**src/rtl/imem_loader.sv**
```systemverilog
// imem_loader: streams big-endian program bytes into 32-bit instruction-memory writes, holding the CPU in reset until done
// Ports:
//   clk, reset          rising-edge clock, synchronous active-high reset
//   start, word_count   one-cycle load request and number of words, sampled in IDLE
//   rx_valid, rx_byte   inbound byte stream
//   rx_ready            byte accepted on this edge when rx_valid is also high
//   mem_we, mem_addr,   one-cycle write strobe with word-aligned byte address
//   mem_wdata           and the assembled word
//   busy, done          load in progress / load complete
//   cpu_reset           datapath held in reset until the load completes
module imem_loader #(
    parameter logic [31:0] BASE_ADDR = 32'h0000_0000
) (
    input  logic        clk,
    input  logic        reset,
    input  logic        start,
    input  logic [7:0]  word_count,
    input  logic        rx_valid,
    input  logic [7:0]  rx_byte,
    output logic        rx_ready,
    output logic        mem_we,
    output logic [31:0] mem_addr,
    output logic [31:0] mem_wdata,
    output logic        busy,
    output logic        done,
    output logic        cpu_reset
);
    typedef enum logic [1:0] {IDLE, RECV, WRITE, DONE} state_t;
    state_t     state;
    logic [7:0] count;
    logic [7:0] words;
    logic [1:0] idx;
    always_ff @(posedge clk) begin
        if (reset) begin
            state     <= IDLE;
            count     <= 8'd0;
            words     <= 8'd0;
            idx       <= 2'd0;
            mem_we    <= 1'b0;
            mem_addr  <= BASE_ADDR;
            mem_wdata <= 32'd0;
            rx_ready  <= 1'b0;
            busy      <= 1'b0;
            done      <= 1'b0;
            cpu_reset <= 1'b1;
        end else begin
            mem_we <= 1'b0;
            case (state)
                IDLE: if (start) begin
                    count    <= word_count;
                    words    <= 8'd0;
                    idx      <= 2'd0;
                    mem_addr <= BASE_ADDR;
                    if (word_count == 8'd0) begin
                        state     <= DONE;
                        done      <= 1'b1;
                        cpu_reset <= 1'b0;
                    end else begin
                        state    <= RECV;
                        rx_ready <= 1'b1;
                        busy     <= 1'b1;
                    end
                end
                // mem_wdata doubles as the shift register: four shifts replace every byte of the previous word
                RECV: if (rx_valid && rx_ready) begin
                    mem_wdata <= {mem_wdata[23:0], rx_byte};
                    idx       <= idx + 2'd1;
                    if (idx == 2'd3) begin
                        state    <= WRITE;
                        mem_we   <= 1'b1;
                        rx_ready <= 1'b0;
                    end
                end
                WRITE: begin
                    mem_addr <= mem_addr + 32'd4;
                    words    <= words + 8'd1;
                    if (words + 8'd1 == count) begin
                        state     <= DONE;
                        busy      <= 1'b0;
                        done      <= 1'b1;
                        cpu_reset <= 1'b0;
                    end else begin
                        state    <= RECV;
                        rx_ready <= 1'b1;
                    end
                end
                default: ;
            endcase
        end
    end
endmodule

```
**config.mk**
```make
export PLATFORM = sky130hd
export DESIGN_NAME = imem_loader
export DESIGN_NICKNAME = d
export VERILOG_FILES = /design/src/rtl/imem_loader.sv
export SDC_FILE = /design/constraint.sdc
export NUM_CORES = 1
export LEC_CHECK = 0
export ABC_CLOCK_PERIOD_IN_PS = 2900
export CORE_UTILIZATION = 47
export CTS_CLUSTER_SIZE = 30
export DETAILED_ROUTE_END_ITERATION = 7
export GPL_TIMING_DRIVEN = 0
export HOLD_SLACK_MARGIN = 0.08
export PLACE_DENSITY = 0.8
export SYNTH_ARGS = -nofsm -noshare
export SYNTH_HDL_FRONTEND = slang
export SYNTH_SLANG_ARGS = --single-unit
```
**constraint.sdc**
```tcl
create_clock -name clk -period 2.9 [get_ports clk]
set_input_delay 0.435 -clock clk [delete_from_list [all_inputs] [get_ports clk]]
set_output_delay 0.435 -clock clk [all_outputs]
set_load 0.02 [all_outputs]
```
==> key figures, run 1 <==
Floorplan
  • Core Region: 7890 um^2
  • Die footprint: 8690 um^2
  • Initial Utilization: 49.6%
  • Die X: 93.2 um
  • Chip height: 93.2 um
  • Number of placement rows: 32
  • I/O pin cnt: 89

Route
  • Number of iterations in the first detailed-routing pass: 5
  • Drc violations: 0
  • DRT iter0 DRCs: 156
  • Vias per inst: 5.27
  • Vias after detailed routing: around 3.6k
  • Final ANT Viol Nets: 0
  • Drt total wl: 9110 um
  • Wire per inst: 13.4 um

Power
  • Comb pwr share: 26.4%
  • Reg power frac: about 44%
  • Total power draw: 2960 uW
  • Sw power: 998 uW
  • Leakage power: 0.00184 uW
  • P per Cell Area: 581 nW/um^2
  • Int Power: 1960 uW
  • Sw frac: 33.7%
  • Clock group share of total power: just under 30%
  • Worst IR Drop VDD: 0.417 mV

Timing
  • Setup_tns: 0 ns
  • PnR worst setup slack: 0.445 ns
  • Final Max Slew Viols: 0
  • Worst slew pin tran: 0.864 ns
  • Setup violators final: 0
  • Final Hold Fails: 0
  • RSZ-0062 raised after global routing: false
  • Clock Skew: 0.0114 ns
  • Slew headroom: 42.0%
  • Crit share post-route: about 85%
  • Fmax: between 400 and 500 MHz
  • Fin crit period: 2.46 ns

Cells and area
  • Nets@finish: approximately 600
  • Non-filler instance count after layout: 681
  • Synthesis-to-layout area growth: 30.5%
  • Final Util: around 65%
  • Layout cells sized above 1: under 10%
  • Ant diodes: 0
  • Most common cell after layout, fill and taps aside: nand2_1
  • Most frequent cells in the layout: 109 x nand2_1, 87 x dfxtp_1, 86 x clkdlybuf4s50_1

Hold path
  • Worst Hold Class: flop to flop
  • Hold Path Cell Cnt: 2

Worst setup path
  • Reg2reg path depth: 7
  • CP Capture Type: flop
  • Critical Path RT: 3.13 ns
  • Critical Path AT: 2.68 ns
  • Crit Path Category: flop to flop
  • Critical Path Source Type: flop
  • Max FO, Critical Path: 10

Clocking
  • Worst skew pair latency: 0.35 ns
  • CTS tree: yes
  • CTS resizes: 0
  • CTS max path bufs: 2
  • Hold_buf cts: 0
  • Root Driver: clkbuf_8
  • Clock buffer count from CTS: 9
  • CTS sink cnt: slightly below 90
  • Clk slew on worst S/H paths: 0.09 ns
  • H-Tree Level Count: 3
  • Postcts setup bufs: 0

Logic synthesis
  • EDFF count, synth: 0
  • Synth Register Bits: 87
  • Sequential area share after synthesis: 44.5%
  • Post-synth top area cell: dfxtp_1
  • Synth Warn #: 0
  • Syn_area_per_cell: 8.21 um^2
  • Unique masters post-synth: 52
  • Top cell type's share of synthesized area: between 40 and 50%
  • Fraction of registers with async set/reset: 0%
  • Syn Std Cell Area: 3910 um^2
  • Ys flop type: dfxtp_1
  • Synth area leaders: dfxtp_1 45%, nand2_1 10%, a21oi_1 7.3%
  • Mapped Cells: 476

Global route
  • M1 GR Usage: 27.5%
  • Tot GR Track Use: 22.4%
  • GR Util met3: 5.53%
  • Most Crowded Layer GR: met2
  • Grt ovf: 0
  • Met2 Use GR: 38.3%
  • Number of global-route vias before repair: about 3.5k
  • First-pass GRT wire length: 15,600 um
  • Largest net degree at the start of global routing: 17
  • Antenna violations before repair: 0

Placed design
  • Post-DP HPWL: 6820 um
  • Buffers on Ports: 86
  • Placed insts: 665
  • GP Congestion: 0.867
  • Dpl ws: roughly 0.25 ns

Run
  • Number of max-cap violations: 0

Status
  • Status: completed
-- cell usage after synthesis (2+ instances only) --
| cell type | number |
|---|---|
| o211ai_1 | 2 |
| and3_1 | 4 |
| nand3_2 | 2 |
| nor2_1 | 49 |
| nand2b_1 | 4 |
| mux2i_1 | 5 |
| buf_4 | 5 |
| ha_1 | 8 |
| xor2_1 | 20 |
| a32oi_1 | 3 |
| nor4_2 | 2 |
| a22oi_1 | 3 |
| nand2_1 | 109 |
| nand4_1 | 6 |
| xnor2_1 | 11 |
| and4_1 | 5 |
| nor3_1 | 6 |
| nor2b_1 | 2 |
| clkbuf_1 | 19 |
| a21oi_1 | 57 |
| dfxtp_1 | 87 |
| and3b_1 | 2 |
| a21o_1 | 6 |
| nor4_1 | 2 |
| buf_2 | 3 |
| or4_1 | 2 |
| or3_1 | 6 |
| o21ai_0 | 8 |
| inv_1 | 8 |
| nand3_1 | 8 |
-- flip-flops by register name, summed over array words and instances (netlist names) --
name and flops:
busy 1, count 8, cpu_reset 1, done 1, idx 2, mem_addr 30, mem_wdata 32, mem_we 1
rx_ready 1, state 2, words 8
-- power groups by stage --
stage	logic [uW]	clock network [uW]	registers [uW]
CTS	778	884	1310
finish	782	867	1310
global route	867	937	1320
global placement	748	0	1340
detailed placement	773	0	1340
floorplan	526	0	1360
-- path summary, 6_finish.rpt --
kind,to,slack (ns),startpoint
max reg2reg,mem_addr[30],0.44,state[1]
min reg2reg,mem_wdata[26],0.46,mem_wdata[26]
min,mem_wdata[26],0.46,mem_wdata[26]
max,mem_addr[30],0.44,state[1]
-- per-stage QoR --
step / hold WS, ns / instance area [um^2]
2_1_floorplan: 0.448 / 3910
6_report: 0.461 / 5100
3_3_place_gp: 0.445 / 4900
5_1_grt: 0.480 / 5100
4_1_cts: 0.462 / 5100
3_5_place_dp: 0.449 / 4900
-- logic make-up (layout without fill, tap and decap cells) --
logic type	count (synthesis)	in the layout	share of synthesized area, %
buffers and inverters	35	137	3.94
and+or+nand+nor	219	219	27.0
DFF	87	87	44.5
xor gates and xnor gates	31	31	6.94
AOI/OAI and AO/OA	89	89	13.3
adders and majority gates	8	8	2.56
muxes	6	6	1.57
other	1	2	0.0959
-- worst max-delay path, cell delays in order, from the launching register on --
cell and delay (ns):
dfxtp_1 0.35, inv_1 0.14, ha_1 0.16, buf_4 0.15
nand2_1 0.22, o21ai_1 0.75, clkbuf_1 0.44, nor2_1 0.11
-- cell type report --
cell class	count	area, um^2
Clock buffer	9	124
Clock inverter	7	77.6
Sequential cell	87	1740
Buffer	27	124
Fill cell	688	2780
Tap cell	102	128
Inverter	8	30.0
Timing Repair Buffer	86	861
Multi-Input combinational cell	355	2020
-- layer usage --
metal | vias up | wire [um]
met5 | - | 0
met4 | 0 | 138
met3 | 11 | 528
met2 | 98 | 4360
met1 | 1662 | 4080
li1 | 1819 | -
No activity file was read; power rests on OpenSTA's default activity.
==> inputs of run 2 (changes only) <==
Settings changed: ABC_CLOCK_PERIOD_IN_PS 2900 to 2540.
Clock period 2.9 ns to 2.54 ns, I/O delays scaled along.
==> run 2 against run 1 <==
Against the previous run: core utilization about the same; critical path depth up 1; highest routed layer unchanged; count of clock-buffer cells in the layout is the same; final area about the same; critical path type unchanged; clock skew is 0.0015 ns higher; sequential power is 15% higher; via count up 0.56%; register-to-register slack got worse by 0.22 ns; first-iteration DRC count down 6.4%; non-clock buffer count unchanged; flip-flop and latch count unchanged; die area did not move.
==> key figures, run 2 (same netlist as run 1, synthesis figures left out) <==
Placed design
  • Dpl cell area: 4900 um^2 (unchanged)
  • Post-DP HPWL: 6820 um (unchanged)
  • GP Congestion: 0.867 (unchanged)
  • Buffers on Ports: 86 (unchanged)
  • Placed insts: 665 (unchanged)

Cells and area
  • Most common cell after layout, fill and taps aside: nand2_1
  • Biggest register: mem_wdata
  • Final Util: 64.8% (about the same)
  • Top Registers: mem_wdata: 32 flops, mem_addr: 30 flops
  • Most frequent cells in the layout: 109 x nand2_1, 87 x dfxtp_1, 86 x clkdlybuf4s50_1
  • Max FFs per register: 32 (unchanged)
  • Final instance area: 5110 um^2 (about the same)
  • Nets@finish: 602 (unchanged)
  • Ant diodes: 0 (unchanged)
  • Synthesis-to-layout area growth: 30.6% (about the same)
  • Non-filler instance count after layout: 681 (unchanged)
  • Layout cells sized above 1: 6.39% (+0.17 points)

Worst setup path
  • Crit path cell chain: ha_1 -> buf_2 -> nand3_1 -> nor3_1 -> a31oi_1 -> nor4_2 -> a21oi_1 -> a2111oi_2
  • Crit Path Category: flop to flop
  • Max FO, Critical Path: 10 (unchanged)
  • Critical Path Source Type: flop
  • Critical Path AT: 2.56 ns (-0.12 ns)
  • CP Capture Type: flop
  • Critical Path RT: 2.78 ns (-0.35 ns)
  • Slowest cell on crit path: dfxtp_1
  • Biggest cell delay along the critical path: 0.46 ns (-0.29 ns)

Power
  • Leakage power: 0.00184 uW (about the same)
  • Total power draw: 3380 uW (+14%)
  • P per Cell Area: 662 nW/um^2 (+14%)
  • Worst IR Drop VDD: 0.476 mV (+14%)

Route
  • Wire per inst: 13.3 um (-0.41%)
  • Final ANT Viol Nets: 0 (unchanged)
  • Vias per inst: 5.30 (+0.56%)
  • Number of iterations in the first detailed-routing pass: 5 (unchanged)
  • DRT iter0 DRCs: 146 (-6.4%)
  • Vias after detailed routing: 3,610 (+0.56%)
  • Drt total wl: 9070 um (-0.41%)
  • Drc violations: 0 (unchanged)

Floorplan
  • Initial Utilization: 49.6% (unchanged)
  • Chip height: 93.2 um (unchanged)
  • Die X: 93.2 um (unchanged)
  • Number of placement rows: 32 (unchanged)
  • Core Region: 7890 um^2 (unchanged)
  • Die footprint: 8690 um^2 (unchanged)
  • I/O pin cnt: 89 (unchanged)

Global route
  • Number of global-route vias before repair: 3,457 (unchanged)
  • Tot GR Track Use: 22.4% (unchanged)
  • First-pass GRT wire length: 15,600 um (unchanged)
  • Largest net degree at the start of global routing: 17 (unchanged)
  • Grt ovf: 0 (unchanged)
  • Antenna violations before repair: 0 (unchanged)

Clocking
  • CTS sink cnt: 87 (unchanged)
  • Clk slew on worst S/H paths: 0.09 ns (about the same)
  • CTS max path bufs: 2 (unchanged)
  • Worst skew pair latency: 0.35 ns (about the same)
  • CTS tree: yes
  • Clock buffer count from CTS: 9 (unchanged)
  • Root Driver: clkbuf_8
  • H-Tree Level Count: 3 (unchanged)

Timing
  • Final Hold Fails: 0 (unchanged)
  • Setup_tns: 0 ns (unchanged)
  • Clock Skew: 0.0129 ns (+0.00145 ns)
  • Fmax: 431 MHz (+5.9%)
  • Final Max Slew Viols: 0 (unchanged)
  • Fin crit period: 2.32 ns (-0.136 ns)
  • Setup violators final: 0 (unchanged)
  • Crit share post-route: 91.3% (+6.6 points)
  • Slew headroom: 62.8% (+21 points)
  • Worst slew pin tran: 0.558 ns (-0.306 ns)
  • RSZ-0062 raised after global routing: false

Hold path
  • Worst Hold Class: flop to flop

Run
  • Number of max-cap violations: 0 (unchanged)

Status
  • Status: completed
-- run 2: cell types whose count changed in the layout (fill, tap and decap cells not counted) --
cell	change
o21ai_1	-1
o21ai_2	+1
-- run 2: final timing paths --
check / slack (ns) / cells after the start / startpoint / end
setup / recovery: 0.22 / 8 / words[1] / state[1]
hold / removal: 0.46 / 2 / mem_wdata[26] / mem_wdata[26]
setup reg to reg: 0.22 / 8 / words[1] / state[1]
hold reg to reg: 0.46 / 2 / mem_wdata[26] / mem_wdata[26]
-- run 2: final cells by class --
class / instances / area, um^2
Clock buffer: 9 / 124
Inverter: 8 / 30.0
Clock inverter: 7 / 77.6
Sequential cell: 87 / 1740
Timing Repair Buffer: 86 / 861
Buffer: 27 / 124
Fill cell: 689 / 2780
Tap cell: 102 / 128
Multi-Input combinational cell: 355 / 2020
-- run 2: per-layer routing --
layer / wire length, um / track usage, % / part of all wire (%)
met1: 3980 / 27.5 / 44
met2: 4400 / 38.3 / 48
met3: 553 / 5.53 / 6.1
met4: 142 / 7.44 / 1.6
met5: 0 / 0 / 0
-- run 2: per-stage QoR --
stage                     setup WS, ns  hold WS (ns)
after floorplan                  0.514         0.448
after global placement         -0.0138         0.445
after detailed placement       -0.0537         0.449
after CTS                       0.0881         0.462
after global routing            0.0332         0.480
final                            0.221         0.461
-- run 2: repair_timing --
action | in CTS | in global routing
gates resized for setup | 0 | 1
setup endpoints to repair | 0 | 20
buffers inserted | 0 | 0
hold buffers | 0 | 0
endpoints found under the hold margin | 0 | 0
-- run 2: report_power, final --
part | internal [uW] | switching [uW] | total [uW]
registers | 1440 | 64.3 | 1500
clock network | 467 | 520 | 986
logic | 341 | 552 | 893
-- run 2: worst max-delay path, delay by kind of cell, from the launching register on --
family | cells | cell delay (ns)
DFF | 1 | 0.46
buffers and inverters | 1 | 0.21
and+or+nand+nor | 3 | 0.78
AOI/OAI and AO/OA | 3 | 0.57
adders and majority gates | 1 | 0.19
==> inputs of run 3 (changes only) <==
Settings changed: ABC_CLOCK_PERIOD_IN_PS 2540 to 2100, CORE_UTILIZATION 47 to 45.
Clock period 2.54 ns to 2.1 ns, I/O delays scaled along.
==> run 3 against run 2 <==
Against the previous run: die area increased by 4.3%; final cell count rose by 2.3%; critical path depth stayed put; maximum frequency is 15% higher; setup slack got worse by 0.14 ns; largest cell class unchanged.
==> key figures, run 3 (same netlist as run 1, synthesis figures left out) <==
Status
  • Status: completed

Floorplan
  • Initial Utilization: 47.1% (-2.5 points)
  • Chip height: 95.2 um (+2.2%)
  • Core Region: 8300 um^2 (+5.2%)
  • I/O pin cnt: 89 (unchanged)
  • Number of placement rows: 33 (+3.1%)
  • Die X: 95.2 um (+2.2%)
  • Die footprint: 9070 um^2 (+4.3%)

Cells and area
  • Layout cells sized above 1: 13.3% (+7.0 points)
  • Nets@finish: 615 (+2.2%)
  • Ant diodes: 0 (unchanged)
  • Top Registers: mem_wdata: 32 flops, mem_addr: 30 flops
  • Max FFs per register: 32 (unchanged)
  • Non-filler instance count after layout: 697 (+2.3%)
  • Synthesis-to-layout area growth: 38.4%
  • Biggest register: mem_wdata
  • Most common cell after layout, fill and taps aside: nand2_1
  • Final Util: 65.2% (+0.44 points)
  • # fillers: 678 (-1.6%)
  • Most frequent cells in the layout: 109 x nand2_1, 86 x clkdlybuf4s50_1, 82 x dfxtp_1

Global route
  • Largest net degree at the start of global routing: 17 (unchanged)
  • Tot GR Track Use: 22.2% (-0.22 points)
  • Antenna violations before repair: 0 (unchanged)
  • Number of global-route vias before repair: 3,358 (-2.9%)
  • Grt ovf: 0 (unchanged)
  • First-pass GRT wire length: 15,600 um (+0.31%)

Clocking
  • Root Driver: clkbuf_8
  • CTS sink cnt: 87 (unchanged)
  • Clk slew on worst S/H paths: 0.10 ns (about the same)
  • CTS tree: yes
  • CTS max path bufs: 2 (unchanged)
  • Clock buffer count from CTS: 9 (unchanged)
  • Worst skew pair latency: 0.35 ns (about the same)
  • H-Tree Level Count: 3 (unchanged)

Route
  • Drt total wl: 9760 um (+7.6%)
  • Wire per inst: 14.0 um (+5.1%)
  • Number of iterations in the first detailed-routing pass: 4 (-1)
  • Vias per inst: 5.20 (-1.9%)
  • DRT iter0 DRCs: 159 (+8.9%)
  • Vias after detailed routing: 3,624 (+0.39%)
  • Final ANT Viol Nets: 0 (unchanged)
  • Drc violations: 0 (unchanged)

Worst setup path
  • Crit path to: mem_addr[15]
  • Critical Path AT: 2.32 ns (-0.24 ns)
  • Setup crit start: state[1]
  • Critical R2R Capture: mem_addr[15]
  • CP Capture Type: flop
  • Crit Path Category: flop to flop
  • Critical Path Source Type: flop
  • Reg2reg path depth: 8 (unchanged)
  • R2R Setup Slk: 0.08 ns (-0.14 ns)
  • Reg2reg start: state[1]
  • Max FO, Critical Path: 8 (-2)
  • Critical Path RT: 2.40 ns (-0.38 ns)

Timing
  • Slew headroom: 65.0% (+2.2 points)
  • Worst slew pin tran: 0.524 ns (-0.0337 ns)
  • Final Hold Fails: 0 (unchanged)
  • PnR worst setup slack: 0.0804 ns (-0.141 ns)
  • Clock Skew: 0.0133 ns (+0.000365 ns)
  • Fmax: 495 MHz (+15%)
  • Crit share post-route: 96.2% (+4.9 points)
  • Final Max Slew Viols: 0 (unchanged)
  • Setup violators final: 0 (unchanged)
  • Fin crit period: 2.02 ns (-0.299 ns)
  • RSZ-0062 raised after global routing: true

Power
  • Int Power: 3060 uW (+37%)
  • Sw power: 1490 uW (+31%)
  • Reg power frac: 40.3% (-4.1 points)
  • Sw frac: 32.7% (-0.93 points)
  • Clock group share of total power: 29.9% (+0.7 points)
  • P per Cell Area: 841 nW/um^2 (+27%)
  • Leakage power: 0.00196 uW (+6.7%)
  • Comb pwr share: 29.8% (+3.4 points)
  • Worst IR Drop VDD: 0.814 mV (+71%)

Placed design
  • Placed insts: 668 (+0.45%)
  • Buffers on Ports: 86 (unchanged)
  • GP Congestion: 0.828 (-4.5%)
  • Post-DP HPWL: 6840 um (+0.34%)
  • Dpl ws: -0.465 ns (-0.411 ns)

Hold path
  • HP Start: mem_wdata[30]
  • Worst Hold Class: flop to flop

Run
  • Number of max-cap violations: 0 (unchanged)
## run 3: worst min path at each step
stage | to | slack, ns | cells past startpoint
after detailed placement | mem_wdata[30] | 0.45 | 2
after CTS | mem_wdata[30] | 0.46 | 2
after floorplan | cpu_reset | 0.45 | 2
after global placement | mem_wdata[25] | 0.44 | 2
final | mem_wdata[30] | 0.46 | 2
after global routing | mem_wdata[10] | 0.49 | 2
## run 3: repair_timing
| item | in CTS | in global routing |
|---|---|---|
| setup buffers | 2 | 12 |
| hold buffers | 0 | 0 |
| pin swaps | 2 | 9 |
| endpoints found under the setup margin | 28 | 52 |
| gates resized for setup | 17 | 32 |
## run 3: metrics by stage
| stage | hold WS [ns] | total power [uW] | cell area (um^2) | TNS (ns) |
|---|---|---|---|---|
| 4_1_cts | 0.463 | 4330 | 5230 | 0 |
| 6_report | 0.459 | 4550 | 5410 | 0 |
| 2_1_floorplan | 0.447 | 2600 | 3910 | 0 |
| 5_1_grt | 0.489 | 4790 | 5410 | -0.0312 |
| 3_3_place_gp | 0.444 | 2880 | 4910 | -7.27 |
| 3_5_place_dp | 0.449 | 2920 | 4910 | -9.20 |
## run 3: area by class of cell
type / count / area [um^2] / share of cell area (%)
tap: 105 / 131 / 2.43
multi-input combinational: 355 / 2150 / 39.7
buffer: 26 / 139 / 2.57
inverter: 8 / 32.5 / 0.601
clock buffer: 10 / 138 / 2.54
sequential: 87 / 1760 / 32.4
timing repair buffer: 100 / 970 / 17.9
clock inverter: 6 / 97.6 / 1.80
## run 3: routing by layer
metal / vias up / track usage [%] / part of all wire, %
li1: 1836 / - / -
met1: 1672 / 27.4 / 43
met2: 101 / 37.6 / 51
met3: 15 / 4.07 / 4.2
met4: 0 / 9.60 / 1.8
met5: - / 0 / 0
## run 3: power groups by stage
stage          registers [uW]  logic (uW)  clock network, uW
2_1_floorplan            1880         726                  0
3_3_place_gp             1850        1030                  0
3_5_place_dp             1860        1060                  0
4_1_cts                  1830        1120               1390
5_1_grt                  1850        1470               1470
6_report                 1840        1360               1360
## run 3: worst max-delay path: stages (launching register included)
cell      delay [ns]
dfxtp_4         0.39
inv_4           0.05
ha_4            0.15
buf_6           0.13
mux2i_4         0.20
nand4b_4        0.27
or2_4           0.32
or3_4           0.33
a21oi_2         0.12
